### config.mk
export PLATFORM = sky130hd
export DESIGN_NAME = sd_tx_fifo_fill_ctrl
export DESIGN_NICKNAME = d
export VERILOG_FILES = /design/src/rtl/sd_tx_fifo_fill_ctrl.sv
export SDC_FILE = /design/constraint.sdc
export NUM_CORES = 1
export LEC_CHECK = 0
export ABC_AREA = 1
export CAP_MARGIN = 0
export CORE_MARGIN = 3
export CORE_UTILIZATION = 51
export CTS_CLUSTER_DIAMETER = 60
export DETAILED_ROUTE_END_ITERATION = 10
export GPL_ROUTABILITY_DRIVEN = 0
export HOLD_SLACK_MARGIN = 0.03
export PLACE_DENSITY = 0.93
export SYNTH_ARGS = -nofsm -noshare
export SYNTH_HDL_FRONTEND = slang
export SYNTH_SLANG_ARGS = --single-unit
### constraint.sdc
create_clock -name wclk -period 4.6 [get_ports wclk]
set_input_delay 1.38 -clock wclk [delete_from_list [all_inputs] [get_ports wclk]]
set_output_delay 1.38 -clock wclk [all_outputs]
set_load 0.01 [all_outputs]
### src/rtl/sd_tx_fifo_fill_ctrl.sv
// Write-side sequencer for the SD TX FIFO: fetches one block word-by-word from a host
// read port (req/ack) and pushes each word into the FIFO, with backpressure, timeout and abort.
module sd_tx_fifo_fill_ctrl #(
  parameter int unsigned ADDR_W   = 32,
  parameter int unsigned BLKLEN_W = 12,
  parameter int unsigned TIMEOUT  = 255
) (
  input  logic                wclk,
  input  logic                rst,
  input  logic                start,
  input  logic                abort,
  input  logic [ADDR_W-1:0]   base_addr,
  input  logic [BLKLEN_W-1:0] blk_words,
  output logic                busy,
  output logic                done,
  output logic                err,
  output logic [BLKLEN_W-1:0] words_left,
  output logic                m_req,
  output logic [ADDR_W-1:0]   m_addr,
  input  logic                m_ack,
  input  logic [31:0]         m_dat,
  input  logic                fifo_full,
  output logic                fifo_wr,
  output logic [31:0]         fifo_d
);

  localparam int unsigned TmoW = $clog2(TIMEOUT + 1);

  typedef enum logic [2:0] {
    StIdle,
    StWaitSpace,
    StReq,
    StDone,
    StErr
  } state_e;

  state_e              state_q, state_d;
  logic [ADDR_W-1:0]   addr_q, addr_d;
  logic [BLKLEN_W-1:0] left_q, left_d;
  logic [TmoW-1:0]     tmo_q, tmo_d;
  logic                err_q, err_d;
  logic                wr_q, wr_d;
  logic [31:0]         fifo_d_q, fifo_d_d;
  logic                busy_q, busy_d;
  logic                done_q, done_d;
  logic                req_q, req_d;

  always_comb begin
    state_d  = state_q;
    addr_d   = addr_q;
    left_d   = left_q;
    tmo_d    = tmo_q;
    err_d    = err_q;
    wr_d     = 1'b0;
    fifo_d_d = fifo_d_q;

    unique case (state_q)
      StIdle: begin
        if (start) begin
          err_d   = 1'b0;
          addr_d  = base_addr;
          left_d  = blk_words;
          state_d = (blk_words == '0) ? StDone : StWaitSpace;
        end
      end
      StWaitSpace: begin
        if (!fifo_full) begin
          state_d = StReq;
          tmo_d   = '0;
        end
      end
      StReq: begin
        if (m_ack) begin
          wr_d     = 1'b1;
          fifo_d_d = m_dat;
          addr_d   = addr_q + ADDR_W'(4);
          left_d   = left_q - BLKLEN_W'(1);
          state_d  = (left_q == BLKLEN_W'(1)) ? StDone : StWaitSpace;
        end else if (tmo_q == TmoW'(TIMEOUT - 1)) begin
          state_d = StErr;
          err_d   = 1'b1;
        end else begin
          tmo_d = tmo_q + TmoW'(1);
        end
      end
      StDone:  state_d = StIdle;
      StErr:   state_d = StIdle;
      default: state_d = StIdle;
    endcase

    // Abort beats any concurrent ack or timeout: drop the word, raise nothing.
    if (abort && (state_q != StIdle)) begin
      state_d  = StIdle;
      addr_d   = addr_q;
      left_d   = left_q;
      tmo_d    = tmo_q;
      err_d    = err_q;
      wr_d     = 1'b0;
      fifo_d_d = fifo_d_q;
    end

    busy_d = (state_d == StWaitSpace) || (state_d == StReq);
    done_d = (state_d == StDone);
    req_d  = (state_d == StReq);
  end

  always_ff @(posedge wclk) begin
    if (rst) begin
      state_q  <= StIdle;
      addr_q   <= '0;
      left_q   <= '0;
      tmo_q    <= '0;
      err_q    <= 1'b0;
      wr_q     <= 1'b0;
      fifo_d_q <= '0;
      busy_q   <= 1'b0;
      done_q   <= 1'b0;
      req_q    <= 1'b0;
    end else begin
      state_q  <= state_d;
      addr_q   <= addr_d;
      left_q   <= left_d;
      tmo_q    <= tmo_d;
      err_q    <= err_d;
      wr_q     <= wr_d;
      fifo_d_q <= fifo_d_d;
      busy_q   <= busy_d;
      done_q   <= done_d;
      req_q    <= req_d;
    end
  end

  assign busy       = busy_q;
  assign done       = done_q;
  assign err        = err_q;
  assign words_left = left_q;
  assign m_req      = req_q;
  assign m_addr     = addr_q;
  assign fifo_wr    = wr_q;
  assign fifo_d     = fifo_d_q;

endmodule
==> metrics.md <==
| Metric | Value |
|---|---|
| Status | `finished clean` |
| Period utilisation layout | `66.5%` |
| Cell mode on critical path | `nand2_1` |
| Reg2reg end | `m_addr[21]$_SDFFE_PP0P_` |
| Routed wire length | `roughly 15,000 microns` |
| Antenna viol nets, final | `0` |
| Top cell types by occurrence after synthesis | `236 x nand2_1, 133 x nor2_1, 92 x dfxtp_1, 92 x nand3_1, 88 x a21oi_1` |
| Post-DP HPWL | `11,000 microns` |
| Startpoint Class | `primary input` |
| Synth Net Count | `slightly above 900` |
| Final non-filler cell total | `~1,100` |
| Max-slew headroom | `between 30% and 40%` |
| Number of synthesized flops with an enable pin | `0` |
| CTS tree | `done` |
| DR DRC count | `0` |
| Mapped cell area | `approximately 0.0051 sq mm` |
| Delay-heaviest family, CP | `simple AND/OR/NAND/NOR gates` |
| WS Path Type | `primary input to flip-flop` |
| Cell variety after synth | `35` |
| Crit path capture type | `flip-flop` |
| RSZ-0062 raised after global routing | `false` |
| Die Wd | `106 microns` |
| Most common cell in the synthesized netlist | `nand2_1` |
| DR iter-0 viols | `between 300 and 400` |
| Vias per cell | `between 5 and 6` |
| Routed wire length per instance | `13.9 microns` |
| Port Buf Inserts | `roughly 160` |
| Fin nets | `1,059` |
| Crit-path max FO | `33` |
| First-pass GRT wire length | `between 20,000 and 30,000 microns` |
| Maxcap violations | `0` |
| Worst reg-to-reg path cell count | `9` |
| Hold-fix buffers, CTS | `0` |
| Top cells by area, synth | `dfxtp_1 36%, nand2_1 17%, nor2_1 9.7%` |
| Post-synthesis sequential area ratio | `35.8%` |
| PwrDens | `between 200 and 300 mW/mm^2` |
| Antenna cells | `0` |
| Detailed-route via count | `5,972` |
| Crit-path max cell delay | `680 ps` |
| Reg-to-reg slack, setup | `2200 ps` |
| Number of gates resized after cts | `0` |
| Critical path launch point | `abort` |
| Io pins | `163` |
| Die area | `about 0.011 sq mm` |
| Post-synthesis async set-or-reset flop share | `0%` |
| Post-CTS Setup Inserts | `0` |
| Leak | `around 2.5 nW` |
| Row cnt | `36` |
| Stages on the worst setup path | `6` |
| Final setup skew | `roughly 15 ps` |
| Hold/Removal Path Class | `flip-flop to flip-flop` |
| Placed instance count | `~1,100` |
| Later-pin clock latency in the skew report | `360 ps` |
| Clock buffer depth | `2` |
| Final number of hold-violating endpoints | `0` |
| Ratio of cells with drive above 1 in the final layout | `3.38%` |
| Synthesized instance count | `831` |
| CP max-delay cell | `nand2_1` |
| Filler cells | `836` |
| Die Span Y | `106 microns` |
| Initial antenna violation count | `0` |
| Initial core utilization | `around 53%` |
| CP Cell Sequence | `clkdlybuf4s50_1 -> inv_1 -> buf_4 -> nand2_1 -> nand2_1 -> a21oi_1` |
| FF-to-FF Start | `state_q[1]$_SDFF_PP0_` |
| Htree depth | `3` |
| DR pass1 iterations | `7` |
| Largest net degree at the start of global routing | `53` |
| Worst Max-Slew Pin Slew | `just over 1000 ps` |
| Root Buffer | `clkbuf_8` |
| Layout overhead on the synthesized area | `35.6%` |
| Fin crit period | `3060 ps` |
| Sum Neg Setup Slack | `0 ps` |
| Critical Path AT | `3290 ps` |
| Syn avg cell area | `6.19 sq um` |
| FF+latch count, synth | `92` |
| Max Clk Rate | `327 MHz` |
| Global-route usage over all layers | `26.9%` |
| Area leader, netlist | `dfxtp_1` |
| Total core area | `approximately 0.0098 sq mm` |
| Clk pin slew, worst setup/hold paths | `100 ps` |
| Congestion Overflow GR | `0` |
| Ys flop type | `dfxtp_1` |
| Sink Count | `a little over 90` |
| Pins Over Slew Limit | `0` |
| Yosys warns | `0` |
| Setup violations, final | `0` |
| Crit path capture | `fifo_d[12]$_SDFFE_PP0P_` |
| Worst Path Required | `4830 ps` |
| Number of global-route vias before repair | `5,403` |
| Buf+Inv Stages, Crit Path | `3` |
| Final Power | `1.86 mW` |
| VDD IR-drop max | `0.000189 V` |
| Synth top area share | `35.8%` |
| Inserted Clock Buffers | `9` |
==> worst reg2reg max path, cell delays in order, from the launching register on <==
cell     delay, ps
dfxtp_1        420
nand2_1        110
nor2_4         530
buf_4          520
nand3_1        180
nor2_1         170
nand3_1        100
nand2_1         90
nand2_1         60
a21oi_1        150
==> worst min-delay path by stage <==
stage | from | depth (start not counted) | end
floorplan | tmo_q[4]$_SDFFE_PP0P_ | 2 | tmo_q[4]$_SDFFE_PP0P_
global placement | m_addr[0]$_SDFFE_PP0P_ | 2 | m_addr[0]$_SDFFE_PP0P_
detailed placement | m_addr[0]$_SDFFE_PP0P_ | 2 | m_addr[0]$_SDFFE_PP0P_
CTS | m_addr[0]$_SDFFE_PP0P_ | 2 | m_addr[0]$_SDFFE_PP0P_
global route | fifo_d[24]$_SDFFE_PP0P_ | 2 | fifo_d[24]$_SDFFE_PP0P_
finish | m_addr[0]$_SDFFE_PP0P_ | 2 | m_addr[0]$_SDFFE_PP0P_
==> flip-flops by register name, indices dropped and copies added, names as in the netlist <==
name and flops:
words_left 12, fifo_wr 1, tmo_q 8, state_q 3, err 1, done 1
m_addr 32, m_req 1, busy 1, fifo_d 32
==> cells by family after synthesis <==
kind of cell / share of synthesized area, %
flops: 35.8
xor+xnor: 0.852
compound gates: 14.1
buf+inv: 7.88
simple gates: 40.1
fa+ha+maj: 1.22
==> placed cells by master (no fill, tap or decap), types with 2 or more instances in the layout <==
| cell type | Yosys | final |
|---|---|---|
| nor2_1 | 133 | 133 |
| dfxtp_1 | 92 | 92 |
| ha_1 | 5 | 5 |
| a211oi_1 | 2 | 2 |
| clkbuf_8 | 0 | 9 |
| clkdlybuf4s50_1 | 0 | 161 |
| nor2_4 | 3 | 3 |
| nand3b_1 | 5 | 5 |
| nand4_1 | 9 | 9 |
| a21oi_1 | 88 | 88 |
| inv_6 | 0 | 2 |
| o31ai_1 | 2 | 2 |
| o21ai_0 | 39 | 39 |
| inv_1 | 61 | 61 |
| xnor2_1 | 2 | 2 |
| nand3_1 | 92 | 92 |
| clkinvlp_4 | 0 | 4 |
| buf_4 | 3 | 5 |
| nand2_1 | 236 | 236 |
| nor3_1 | 8 | 8 |
| xor2_1 | 3 | 3 |
==> cell type report <==
class | count | area [sq um] | share of cell area [%]
Clock inverter | 7 | 58.8 | 0.844
Tap cell | 133 | 166 | 2.39
Clock buffer | 9 | 124 | 1.78
Sequential cell | 92 | 1840 | 26.4
Multi-Input combinational cell | 640 | 2890 | 41.5
Timing Repair Buffer | 167 | 1650 | 23.7
Inverter | 62 | 233 | 3.34
==> through the flow <==
| stage | hold slack [ps] | util (%) | cell area (sq um) | setup slack [ps] |
|---|---|---|---|---|
| after floorplan | 466 | - | 5140 | 2350 |
| final | 452 | 71.3 | 6970 | 1540 |
| after detailed placement | 442 | 69.5 | 6790 | 1180 |
| after global routing | 484 | 71.3 | 6970 | 1360 |
| after global placement | 436 | 69.5 | 6790 | 1240 |
| after CTS | 455 | 71.3 | 6970 | 1570 |
==> metal layers <==
metal	up-vias	track usage [%]	wire [microns]
li1	2969	-	-
met1	2659	35.1	6300
met2	306	45.1	7410
met3	38	4.19	1280
met4	0	9.44	402
met5	-	0	0
==> where the power goes <==
part	internal, mW	switching, mW
Clock	0.204	0.318
Sequential	0.841	0.0584
Combinational	0.209	0.228
Total	1.25	0.604
Note: power is estimated with default switching activity, not from simulation.
